## config.mk

```make
export PLATFORM = sky130hd
export DESIGN_NAME = spell_trace_ctrl
export DESIGN_NICKNAME = d
export VERILOG_FILES = /design/src/rtl/spell_trace_ctrl.sv
export SDC_FILE = /design/constraint.sdc
export NUM_CORES = 1
export LEC_CHECK = 0
export ABC_CLOCK_PERIOD_IN_PS = 6900
export CORE_MARGIN = 1.5
export CORE_UTILIZATION = 55
export DETAILED_ROUTE_END_ITERATION = 8
export GPL_TIMING_DRIVEN = 1
export PLACE_DENSITY = 0.83
export SKIP_CTS_REPAIR_TIMING = 1
export SLEW_MARGIN = 20
export SYNTH_ARGS = -nofsm -noshare
export SYNTH_HDL_FRONTEND = slang
export SYNTH_SLANG_ARGS = --single-unit
```

## constraint.sdc

```tcl
create_clock -name clk -period 6.9 [get_ports clk]
set_input_delay 1.38 -clock clk [delete_from_list [all_inputs] [get_ports clk]]
set_output_delay 1.38 -clock clk [all_outputs]
set_load 0.05 [all_outputs]
```

## src/rtl/spell_trace_ctrl.sv

```systemverilog
// rtl/spell_trace_ctrl.sv - debounced 4x4 IR grid tracer checked against a latched spell sequence
module spell_trace_ctrl #(
   parameter int DEBOUNCE = 50000,
   parameter int TIMEOUT  = 250000000
) (
   input  logic        clk,
   input  logic        reset,
   input  logic [15:0] ir_raw,
   input  logic        start,
   input  logic [31:0] target_seq,
   input  logic [3:0]  target_len,
   output logic [15:0] traced_mask,
   output logic [3:0]  step,
   output logic        busy,
   output logic        done,
   output logic        success,
   output logic        fail,
   output logic [1:0]  fail_code
);

   localparam int DW = $clog2(DEBOUNCE + 1);
   localparam int TW = $clog2(TIMEOUT + 1);

   typedef enum logic [2:0] {
      ST_IDLE    = 3'd0,
      ST_ARMED   = 3'd1,
      ST_TRACING = 3'd2,
      ST_SUCCESS = 3'd3,
      ST_FAIL    = 3'd4
   } state_t;

   state_t        state;
   logic [15:0]   ir_m;
   logic [15:0]   ir_s;
   logic          sel_valid;
   logic [3:0]    sel_idx;
   logic [3:0]    prev_idx;
   logic [DW-1:0] dwell_cnt;
   logic [DW-1:0] dwell_nxt;
   logic          same_box;
   logic          hit;
   logic [TW-1:0] to_cnt;
   logic          to_hit;
   logic [31:0]   tgt_seq;
   logic [3:0]    tgt_len;
   logic [3:0]    tgt_nib;
   logic          idx_ok;
   logic [3:0]    step_nxt;

   // Lowest set box wins when several sensors see the wand at once.
   always_comb begin
      sel_valid = 1'b0;
      sel_idx   = 4'd0;
      for (int i = 15; i >= 0; i--) begin
         if (ir_s[i]) begin
            sel_valid = 1'b1;
            sel_idx   = 4'(i);
         end
      end
   end

   // A non-zero dwell count means the previous cycle had a valid selection.
   assign same_box = (dwell_cnt != '0) && (sel_idx == prev_idx);

   always_comb begin
      dwell_nxt = '0;
      if (sel_valid) begin
         if (!same_box)
            dwell_nxt = DW'(1);
         else if (dwell_cnt != DW'(DEBOUNCE))
            dwell_nxt = dwell_cnt + DW'(1);
         else
            dwell_nxt = dwell_cnt;
      end
   end

   // Fires only on the transition into saturation, so one hit per dwell.
   assign hit = (dwell_nxt == DW'(DEBOUNCE)) && !(same_box && (dwell_cnt == DW'(DEBOUNCE)));

   assign to_hit   = (to_cnt == TW'(TIMEOUT - 1));
   assign tgt_nib  = tgt_seq[{step[2:0], 2'b00} +: 4];
   assign idx_ok   = (sel_idx == tgt_nib);
   assign step_nxt = step + 4'd1;

   always_ff @(posedge clk or posedge reset) begin
      if (reset) begin
         state       <= ST_IDLE;
         ir_m        <= '0;
         ir_s        <= '0;
         prev_idx    <= '0;
         dwell_cnt   <= '0;
         to_cnt      <= '0;
         tgt_seq     <= '0;
         tgt_len     <= '0;
         traced_mask <= '0;
         step        <= '0;
         busy        <= 1'b0;
         done        <= 1'b0;
         success     <= 1'b0;
         fail        <= 1'b0;
         fail_code   <= 2'b00;
      end else begin
         ir_m      <= ir_raw;
         ir_s      <= ir_m;
         prev_idx  <= sel_idx;
         dwell_cnt <= dwell_nxt;
         done      <= 1'b0;

         if (start) begin
            tgt_seq     <= target_seq;
            tgt_len     <= target_len;
            traced_mask <= '0;
            step        <= '0;
            to_cnt      <= '0;
            success     <= 1'b0;
            if (target_len == 4'd0 || target_len > 4'd8) begin
               state     <= ST_FAIL;
               busy      <= 1'b0;
               fail      <= 1'b1;
               done      <= 1'b1;
               fail_code <= 2'b11;
            end else begin
               state     <= ST_ARMED;
               busy      <= 1'b1;
               fail      <= 1'b0;
               fail_code <= 2'b00;
            end
         end else begin
            case (state)
               ST_ARMED, ST_TRACING: begin
                  if (hit && idx_ok) begin
                     traced_mask <= traced_mask | (16'd1 << sel_idx);
                     step        <= step_nxt;
                     to_cnt      <= '0;
                     if (step_nxt == tgt_len) begin
                        state   <= ST_SUCCESS;
                        busy    <= 1'b0;
                        success <= 1'b1;
                        done    <= 1'b1;
                     end else begin
                        state <= ST_TRACING;
                     end
                  end else if (hit) begin
                     state     <= ST_FAIL;
                     busy      <= 1'b0;
                     fail      <= 1'b1;
                     done      <= 1'b1;
                     fail_code <= 2'b01;
                  end else if (state == ST_TRACING) begin
                     if (to_hit) begin
                        state     <= ST_FAIL;
                        busy      <= 1'b0;
                        fail      <= 1'b1;
                        done      <= 1'b1;
                        fail_code <= 2'b10;
                     end else begin
                        to_cnt <= to_cnt + TW'(1);
                     end
                  end
               end
               default: ;
            endcase
         end
      end
   end

endmodule

```

---- After elaboration in Yosys (flattened, before gate mapping) ----
Cells that the tools add are included.
word-level totals
  bits in registers ....................... 145
  latch bits .............................. 0
  RAM bits ................................ 0
  ROM bits ................................ 0
  output and inout port bits .............. 26
  memories ................................ 0
operators by class
  add/subtract/negate cells ............... 3
  multipliers ............................. 0
  div/mod/pow operators ................... 0
  magnitude comparators ................... 1
  equality and inequality tests ........... 13
  shifts and indexed selects .............. 2
  muxes and demuxes ....................... 88
  bitwise logic cells ..................... 1
  reduce and logical (&&, ||, !) cells .... 23
operators with widths
  kind                                              number
  2-to-1 mux 28 bit                                 6
  2-to-1 mux 16 bit                                 6
  2-to-1 mux 4 bit                                  19
  2-to-1 mux 1 bit                                  43
  == test 16 bit, second input constant             2
  variable part select 32 x 6 -> 4 bit              1
  adder 28 x 1 -> 28 bit, second input constant     1
  == test 28 bit, second input constant             1
  2-to-1 mux 3 bit                                  7
  adder 16 x 1 -> 16 bit, second input constant     1
  != test 16 bit, second input constant             1
  OR 16 bit                                         1
  nonzero test 16 bit                               1
  left shift 1 x 4 -> 16 bit, first input constant  1
  2-to-1 mux 2 bit                                  7
  == test 4 bit                                     3
  AND reduction 4 bit                               3
  != test 3 x 2 -> 1 bit, second input constant     3
  nonzero test 3 bit                                3
  nonzero test 4 bit                                2
  AND reduction 3 bit                               2
  nonzero test 2 bit                                3
  adder 4 x 1 -> 4 bit, second input constant       1
  > comparator 4 bit, second input constant         1
  9 further kinds                                   12

---- Logic depth before layout (Yosys ltp) ----
Gate-level depths: netlist (run 1).
  depth after elaboration ................. 26
  mapped depth ............................ 12
  depth with buffers taken out ............ 9

---- Worst setup path after synthesis (run 1) ----
No wires, ideal clock.
  kind .................................... flip-flop to flip-flop
  start point ............................. reg step[0]
  end point ............................... reg to_cnt[17]
  setup time .............................. 147 ps
  data arrival time ....................... 3147 ps
  required time ........................... 6753 ps
  path slack .............................. 3606 ps
  cell stages (with the launch flop) ...... 10
  buffers on the path ..................... 2
  period minus slack after synthesis ...... 3294 ps
  path through ............................ dfrtp_1 buf_2 mux4_2 mux2_2 or3_1 a211oi_2 a41oi_1 clkbuf_1 nand3_1 o221ai_1
on the way
  cells in the longest elaborated chain, start to end .. 6
  elaborated cells on any way between the ends .. 10
RTL lines
  element                                 line  text
  from (decl)                             13    output logic [3:0] step,
  from (signal assigned)                  133   step <= step_nxt;
  variable part select 32 x 6 -> 4 bit *  81    assign tgt_nib = tgt_seq[{step[2:0], 2'b00} +: 4];
  == test 4 bit *                         82    assign idx_ok = (sel_idx == tgt_nib);
  logical AND 1 bit *                     131   if (hit && idx_ok) begin
  2-to-1 mux 28 bit                       131
  2-to-1 mux 28 bit                       129   case (state)
  2-to-1 mux 28 bit                       109   if (start) begin
  to (signal assigned)                    157   to_cnt <= to_cnt + TW'(1);
  to (decl)                               42    logic [TW-1:0] to_cnt;
Mark *: on every way between the ends. The rest lies on a longest branch, timed or not. The select of a mux whose other input is x is not followed.
A chain may end at the register's enable or synchronous reset.

---- Worst setup path after layout (run 1) ----
  start point ............................. reg dwell_cnt[3]
  end point ............................... reg step[0]
on the way
  cells in the longest elaborated chain, start to end .. 9
  elaborated cells on any way between the ends .. 15
RTL lines
  element                                                 line    text
  from (decl)                                             38      logic [DW-1:0] dwell_cnt;
  from (signal assigned)                                  106     dwell_cnt <= dwell_nxt;
  adder 16 x 1 -> 16 bit, or another cell as far along    71      dwell_nxt = dwell_cnt + DW'(1);
  2-to-1 mux 16 bit or logical AND 1 bit (tied branches)  70, 63
  2-to-1 mux 16 bit                                       68      if (!same_box)
  2-to-1 mux 16 bit                                       67      if (sel_valid) begin
  == test 16 bit                                          78      assign hit = (dwell_nxt == DW'(DEBOUNCE)) && !(same_box && (dwell_cnt == DW'(DEBOUNCE)));
  logical AND 1 bit *                                     78
  logical AND 1 bit *                                     131
  nonzero test 2 bit (no line) *                          --
  AND reduction 2 bit (no line) *                         --
Mark *: on every way between the ends. The rest lies on a longest branch, timed or not.

==> flow_metrics.py, run 1 <==
metrics = {
    "cells_and_area": {
        "stdcell_area_sq_um": 8700,
        "drive_gt1_share_pct": 15.0,
        "layout_common_cells": "145 x dfrtp_1, 79 x clkdlybuf4s50_1, 66 x nor2_1",
        "fin_nets": 811,
        "layout_commonest_cell": "dfrtp_1",
        "antenna_cells": 0,
        "area_growth_pct": 20.9,
    },
    "synth": {
        "yosysWarnings": 0,
        "synthCells": 685,
        "syn_area_per_cell_sq_um": 10.5,
        "synth_edf_count": 0,
        "yosys.cell_types.count": 70,
        "synthArstFlopShare_pct": 100,
        "synth-main-ff-cell": "dfrtp_1",
        "synth_seq_cells": 145,
        "netlist_area_sq_um": 7200,
        "ys_seq_area_share_pct": 50.4,
        "syn-num-nets": 744,
    },
    "sta": {
        "maxSlewHeadroom_pct": 34.1,
        "finalSetupTns_ns": 0,
        "rsz0062_at_grt": "false",
        "hold_viol_final": 0,
        "setup_violations": 0,
        "slew_violations": 0,
        "fmax_ghz": 0.252,
        "setup_slack_ns": 2.94,
        "layout_min_cycle_time_ns": 3.96,
        "fin_crit_sh_pct": 57.4,
        "worst_pin_slew_ns": 0.985,
        "fin_skew_ns": 0.0180,
    },
    "pwr": {
        "power.density_nw_per_um2": 239,
        "ir_worst_vdd_v": 0.000198,
        "power_leakage_nw": 3.43,
    },
    "global_routing": {
        "antenna_found_initial": 0,
        "globalRouteTotalUtil_pct": 26.2,
        "grt_pass1_wl_um": 28800,
        "grt_pass1_vias": 5848,
        "grt_max_degree": 97,
        "grt_overflow_total": 0,
    },
    "die": {
        "die_area_sq_um": 13800,
        "core-area_sq_um": 12700,
        "ios": 81,
        "die_w_um": 117,
        "die_h_um": 117,
        "start_util_pct": 56.8,
        "rows": 41,
    },
    "detailed_routing": {
        "vias_per_cell": 6.14,
        "first_pass_iters": 5,
        "wl_per_cell_um": 18.4,
        "ant_nets": 0,
        "drt-initial-drc-count": 409,
        "vias": 5756,
        "routed_wirelength_um": 17300,
        "drcViolationCount": 0,
    },
    "setup_path": {
        "path_class": "register to register",
        "crit_arrival_ns": 4.30,
        "critPathLaunchType": "register",
        "crit_path_max_fanout": 12,
        "endpoint_kind": "register",
        "crit_required_ns": 7.24,
    },
    "placed_design": {
        "numPortBuffers": 80,
        "dpl_cell_area_sq_um": 8080,
        "dpl_worst_slack_ns": 3.05,
        "place_hpwl_um": 11700,
        "gp_congestion": 0.919,
    },
    "clock_tree": {
        "clk_pin_slew_ns": 0.07,
        "h-tree-depth": 4,
        "clockBufferDepth": 2,
        "clk_latency_ns": 0.44,
        "cts.sinks": 145,
        "cts_tree": "built",
        "cts_buffers": 17,
        "cts_root_buffer": "clkbuf_16",
    },
    "outcome": {
        "outcome": "finished, final reports clean",
    },
    "run": {
        "maxCapViolations": 0,
    },
    "hold_path": {
        "min_path_type": "register to register",
    },
}
## state kept, by name (all words and copies together) (netlist names)
register	flops
ir_m	16
prev_idx	4
fail_code	2
traced_mask	16
ir_s	16
success	1
step	4
tgt_seq	32
to_cnt	28
done	1
busy	1
fail	1
tgt_len	4
dwell_cnt	16
state	3
## layer usage
| layer | GRT usage [%] | up-vias | part of all wire (%) |
|---|---|---|---|
| met3 | 6.08 | 47 | 5.7 |
| met5 | 0 | - | 0 |
| met2 | 43.6 | 241 | 50 |
| li1 | - | 2652 | - |
| met1 | 33.2 | 2816 | 42 |
| met4 | 10.5 | 0 | 2.6 |
## where the power goes
part	internal [W]	switching, W
sequential	0.000891	0.0000319
clock	0.000557	0.000389
combinational	0.0000932	0.000122
## final cells by class
class / count / area [sq um]
clock inverters: 13 / 166
inverters: 29 / 114
fillers: 942 / 3970
clock buffers: 19 / 443
well taps: 172 / 215
flip-flops and latches: 145 / 3630
repair buffers: 84 / 826
multi-input cells: 475 / 3310
## through the flow
stage / total power, W / hold slack (ns) / cells / utilization [%]
2_1_floorplan: 0.00107 / 0.331 / 685 / -
3_3_place_gp: 0.00114 / 0.335 / 905 / 63.8
3_5_place_dp: 0.00115 / 0.336 / 905 / 63.8
4_1_cts: 0.00209 / 0.349 / 937 / 68.6
5_1_grt: 0.00216 / 0.352 / 937 / 68.7
6_report: 0.00208 / 0.347 / 937 / 68.7
## path summary, 6_finish.rpt
| kind | slack, ns | from | cells after the start | to |
|---|---|---|---|---|
| setup / recovery | 2.94 | dwell_cnt[3]$_DFF_PP0_ | 8 | step[0]$_DFFE_PP0P_ |
| hold / removal | 0.35 | ir_m[5]$_DFF_PP0_ | 0 | ir_s[5]$_DFF_PP0_ |
| setup reg to reg | 2.94 | dwell_cnt[3]$_DFF_PP0_ | 8 | step[0]$_DFFE_PP0P_ |
| hold reg to reg | 0.35 | ir_m[5]$_DFF_PP0_ | 0 | ir_s[5]$_DFF_PP0_ |
| max in group asynchronous | 4.22 | reset | 3 | to_cnt[21]$_DFFE_PP0P_ |
| min in group asynchronous | 1.52 | reset | 2 | traced_mask[6]$_DFFE_PP0P_ |
## worst max-delay path, stage by stage, from the launching register on
cell     delay (ns)
dfrtp_1        0.48
nand4_1        0.49
nor4_1         0.48
xnor2_1        0.19
nand4_1        0.18
nor4_2         0.76
nand4_1        0.60
or3_1          0.51
a21oi_1        0.17
## Yosys cell counts (all sizes together) (10+ instances only)
library cell,instances,area (sq um)
nor4,18,140
xnor2,16,140
nand3,42,215
mux2,41,462
clkbuf,23,86.3
buf,13,75.1
nand4,21,131
and3,10,62.6
nand2,41,154
dfrtp,145,3630
xor2,14,123
or3,11,68.8
nor2,67,254
a21oi,25,125
inv,29,109
a211oi,10,80.1
o21ai,22,121
nor3,17,85.1
## logic make-up after synthesis
kind of cell	share of synthesized area [%]
AO/OA/AOI/OAI	11.9
XOR/XNOR	3.65
adder cells (fa/ha/maj)	0.695
buffers and inverters	3.75
flip-flops	50.4
multiplexers	9.33
AND/OR/NAND/NOR	20.2
Note: power is estimated with default switching activity, not from simulation.
==> run 2: changes to the inputs <==
- ABC_CLOCK_PERIOD_IN_PS: 6900 -> 3700
- clock period: 6.9 -> 3.7 ns (I/O delays scaled with it)
==> flow_metrics.py, run 2 (synthesis gave the netlist of run 1 again) <==
metrics = {
    "setup_path": {
        "max_stage_delay_ns": 0.55,
        "crit_path_max_fanout": 13,
        "crit_arrival_ns": 3.79,
        "endpoint_kind": "register",
        "slowest_stage": "nor4_4",
        "path_cells": "ha_1, nand3_1, or4_1, o211ai_1, nand3_1, or3_1, nor4_4, o21ai_2, o221ai_1",
        "crit_required_ns": 4.01,
        "path_class": "register to register",
        "path_buf_inv": 0,
        "critPathLaunchType": "register",
        "cpMostUsedCell": "nand3_1",
        "crit_family": "simple AND/OR/NAND/NOR gates",
    },
    "cells_and_area": {
        "antenna_cells": 0,
        "stdcell_area_sq_um": 8780,
        "largest_register": "tgt_seq",
        "n_fill_cell": 914,
        "area_growth_pct": 21.9,
        "stdcell_count": 949,
        "final_util_pct": 69.3,
        "drive_gt1_share_pct": 16.2,
        "top_regs": "tgt_seq (32), to_cnt (28)",
        "layout_common_cells": "145 x dfrtp_1, 79 x clkdlybuf4s50_1, 66 x nor2_1",
        "largest_reg_flops": 32,
        "layout_commonest_cell": "dfrtp_1",
        "fin_nets": 823,
    },
    "global_routing": {
        "grt_overflow_total": 0,
        "grt_max_degree": 68,
        "grt_pass1_wl_um": 28500,
        "grt_pass1_vias": 5797,
        "antenna_found_initial": 0,
        "globalRouteTotalUtil_pct": 25.9,
    },
    "clock_tree": {
        "h-tree-depth": 4,
        "cts_buffers": 17,
        "cts_tree": "built",
        "cts.sinks": 145,
        "clk_latency_ns": 0.42,
        "clk_pin_slew_ns": 0.06,
        "cts_root_buffer": "clkbuf_16",
        "clockBufferDepth": 2,
    },
    "sta": {
        "hold_viol_final": 0,
        "fin_crit_sh_pct": 93.8,
        "worst_pin_slew_ns": 0.825,
        "slew_violations": 0,
        "finalSetupTns_ns": 0,
        "layout_min_cycle_time_ns": 3.47,
        "fmax_ghz": 0.288,
        "maxSlewHeadroom_pct": 44.9,
        "fin_skew_ns": 0.00639,
        "setup_violations": 0,
        "rsz0062_at_grt": "false",
    },
    "die": {
        "rows": 41,
        "ios": 81,
        "core-area_sq_um": 12700,
        "die_w_um": 117,
        "die_area_sq_um": 13800,
        "start_util_pct": 56.8,
        "die_h_um": 117,
    },
    "outcome": {
        "outcome": "finished, final reports clean",
    },
    "pwr": {
        "swShare_pct": 25.8,
        "intPower_w": 0.00282,
        "power.density_nw_per_um2": 433,
        "pwr-share-seq_pct": 45.3,
        "p_clk_share_pct": 43.9,
        "pwr-share-comb_pct": 10.8,
        "power_leakage_nw": 3.48,
        "p_sw_w": 0.000979,
        "ir_worst_vdd_v": 0.000387,
    },
    "placed_design": {
        "place_hpwl_um": 11800,
        "gp_congestion": 0.916,
        "place_inst": 916,
        "dpl_cell_area_sq_um": 8190,
        "numPortBuffers": 80,
    },
    "detailed_routing": {
        "vias": 5793,
        "drcViolationCount": 0,
        "wl_per_cell_um": 18.1,
        "routed_wirelength_um": 17200,
        "first_pass_iters": 5,
        "ant_nets": 0,
        "vias_per_cell": 6.10,
        "drt-initial-drc-count": 474,
    },
    "run": {
        "maxCapViolations": 0,
    },
    "hold_path": {
        "min_path_type": "register to register",
    },
}
==> run 2: cell types whose count changed in the layout (fill, tap and decap cells not counted), sizes merged <==
cell / delta
buf: +12
bufinv: -1
clkbuf: +1
clkinv: +1
clkinvlp: +1
inv: -2
==> run 2: routing by layer <==
metal,up-vias,track usage (%),part of all wire (%)
met5,-,0,0
met4,0,10.2,2.1
met3,30,6.18,5.6
met2,225,44.1,52
met1,2864,32.0,40
li1,2674,-,-
==> run 2: path summary, 6_finish.rpt <==
path                                        start                 endpoint  slack (ns)  cells after the start
max                        dwell_cnt[1]$_DFF_PP0_   to_cnt[17]$_DFFE_PP0P_        0.23                      9
max reg2reg                dwell_cnt[1]$_DFF_PP0_   to_cnt[17]$_DFFE_PP0P_        0.23                      9
max in group asynchronous                   reset        ir_m[4]$_DFF_PP0_        2.14                      3
min                             ir_m[4]$_DFF_PP0_        ir_s[4]$_DFF_PP0_        0.35                      0
min reg2reg                     ir_m[4]$_DFF_PP0_        ir_s[4]$_DFF_PP0_        0.35                      0
min in group asynchronous                   reset  tgt_seq[20]$_DFFE_PP0P_        0.82                      2
==> run 2: area by class of cell <==
class | instances | area [sq um] | area share [%]
flip-flops and latches | 145 | 3630 | 41.3
multi-input cells | 475 | 3300 | 37.6
repair buffers | 96 | 941 | 10.7
clock buffers | 20 | 457 | 5.20
well taps | 172 | 215 | 2.45
clock inverters | 12 | 121 | 1.38
inverters | 29 | 113 | 1.28
==> run 2: metrics by stage <==
stage	hold WS [ns]	power [W]	setup WS [ns]
2_1_floorplan	0.331	0.00199	0.406
3_3_place_gp	0.333	0.00213	0.357
3_5_place_dp	0.335	0.00215	0.196
4_1_cts	0.348	0.00382	0.181
5_1_grt	0.353	0.00394	0.0521
6_report	0.347	0.00380	0.229
==> run 2: power by group through the flow <==
stage | Sequential (W) | Clock, W | Combinational [W]
CTS | 0.00172 | 0.00169 | 0.000410
global route | 0.00173 | 0.00176 | 0.000447
global placement | 0.00174 | 0 | 0.000393
finish | 0.00172 | 0.00167 | 0.000409
detailed placement | 0.00175 | 0 | 0.000406
floorplan | 0.00174 | 0 | 0.000249
==> run 2: worst register-to-register path: stages (launching register included) <==
cell and delay, ns:
dfrtp_1 0.43, ha_1 0.29, nand3_1 0.23, or4_1 0.54
o211ai_1 0.15, nand3_1 0.11, or3_1 0.42, nor4_4 0.55
o21ai_2 0.35, o221ai_1 0.31
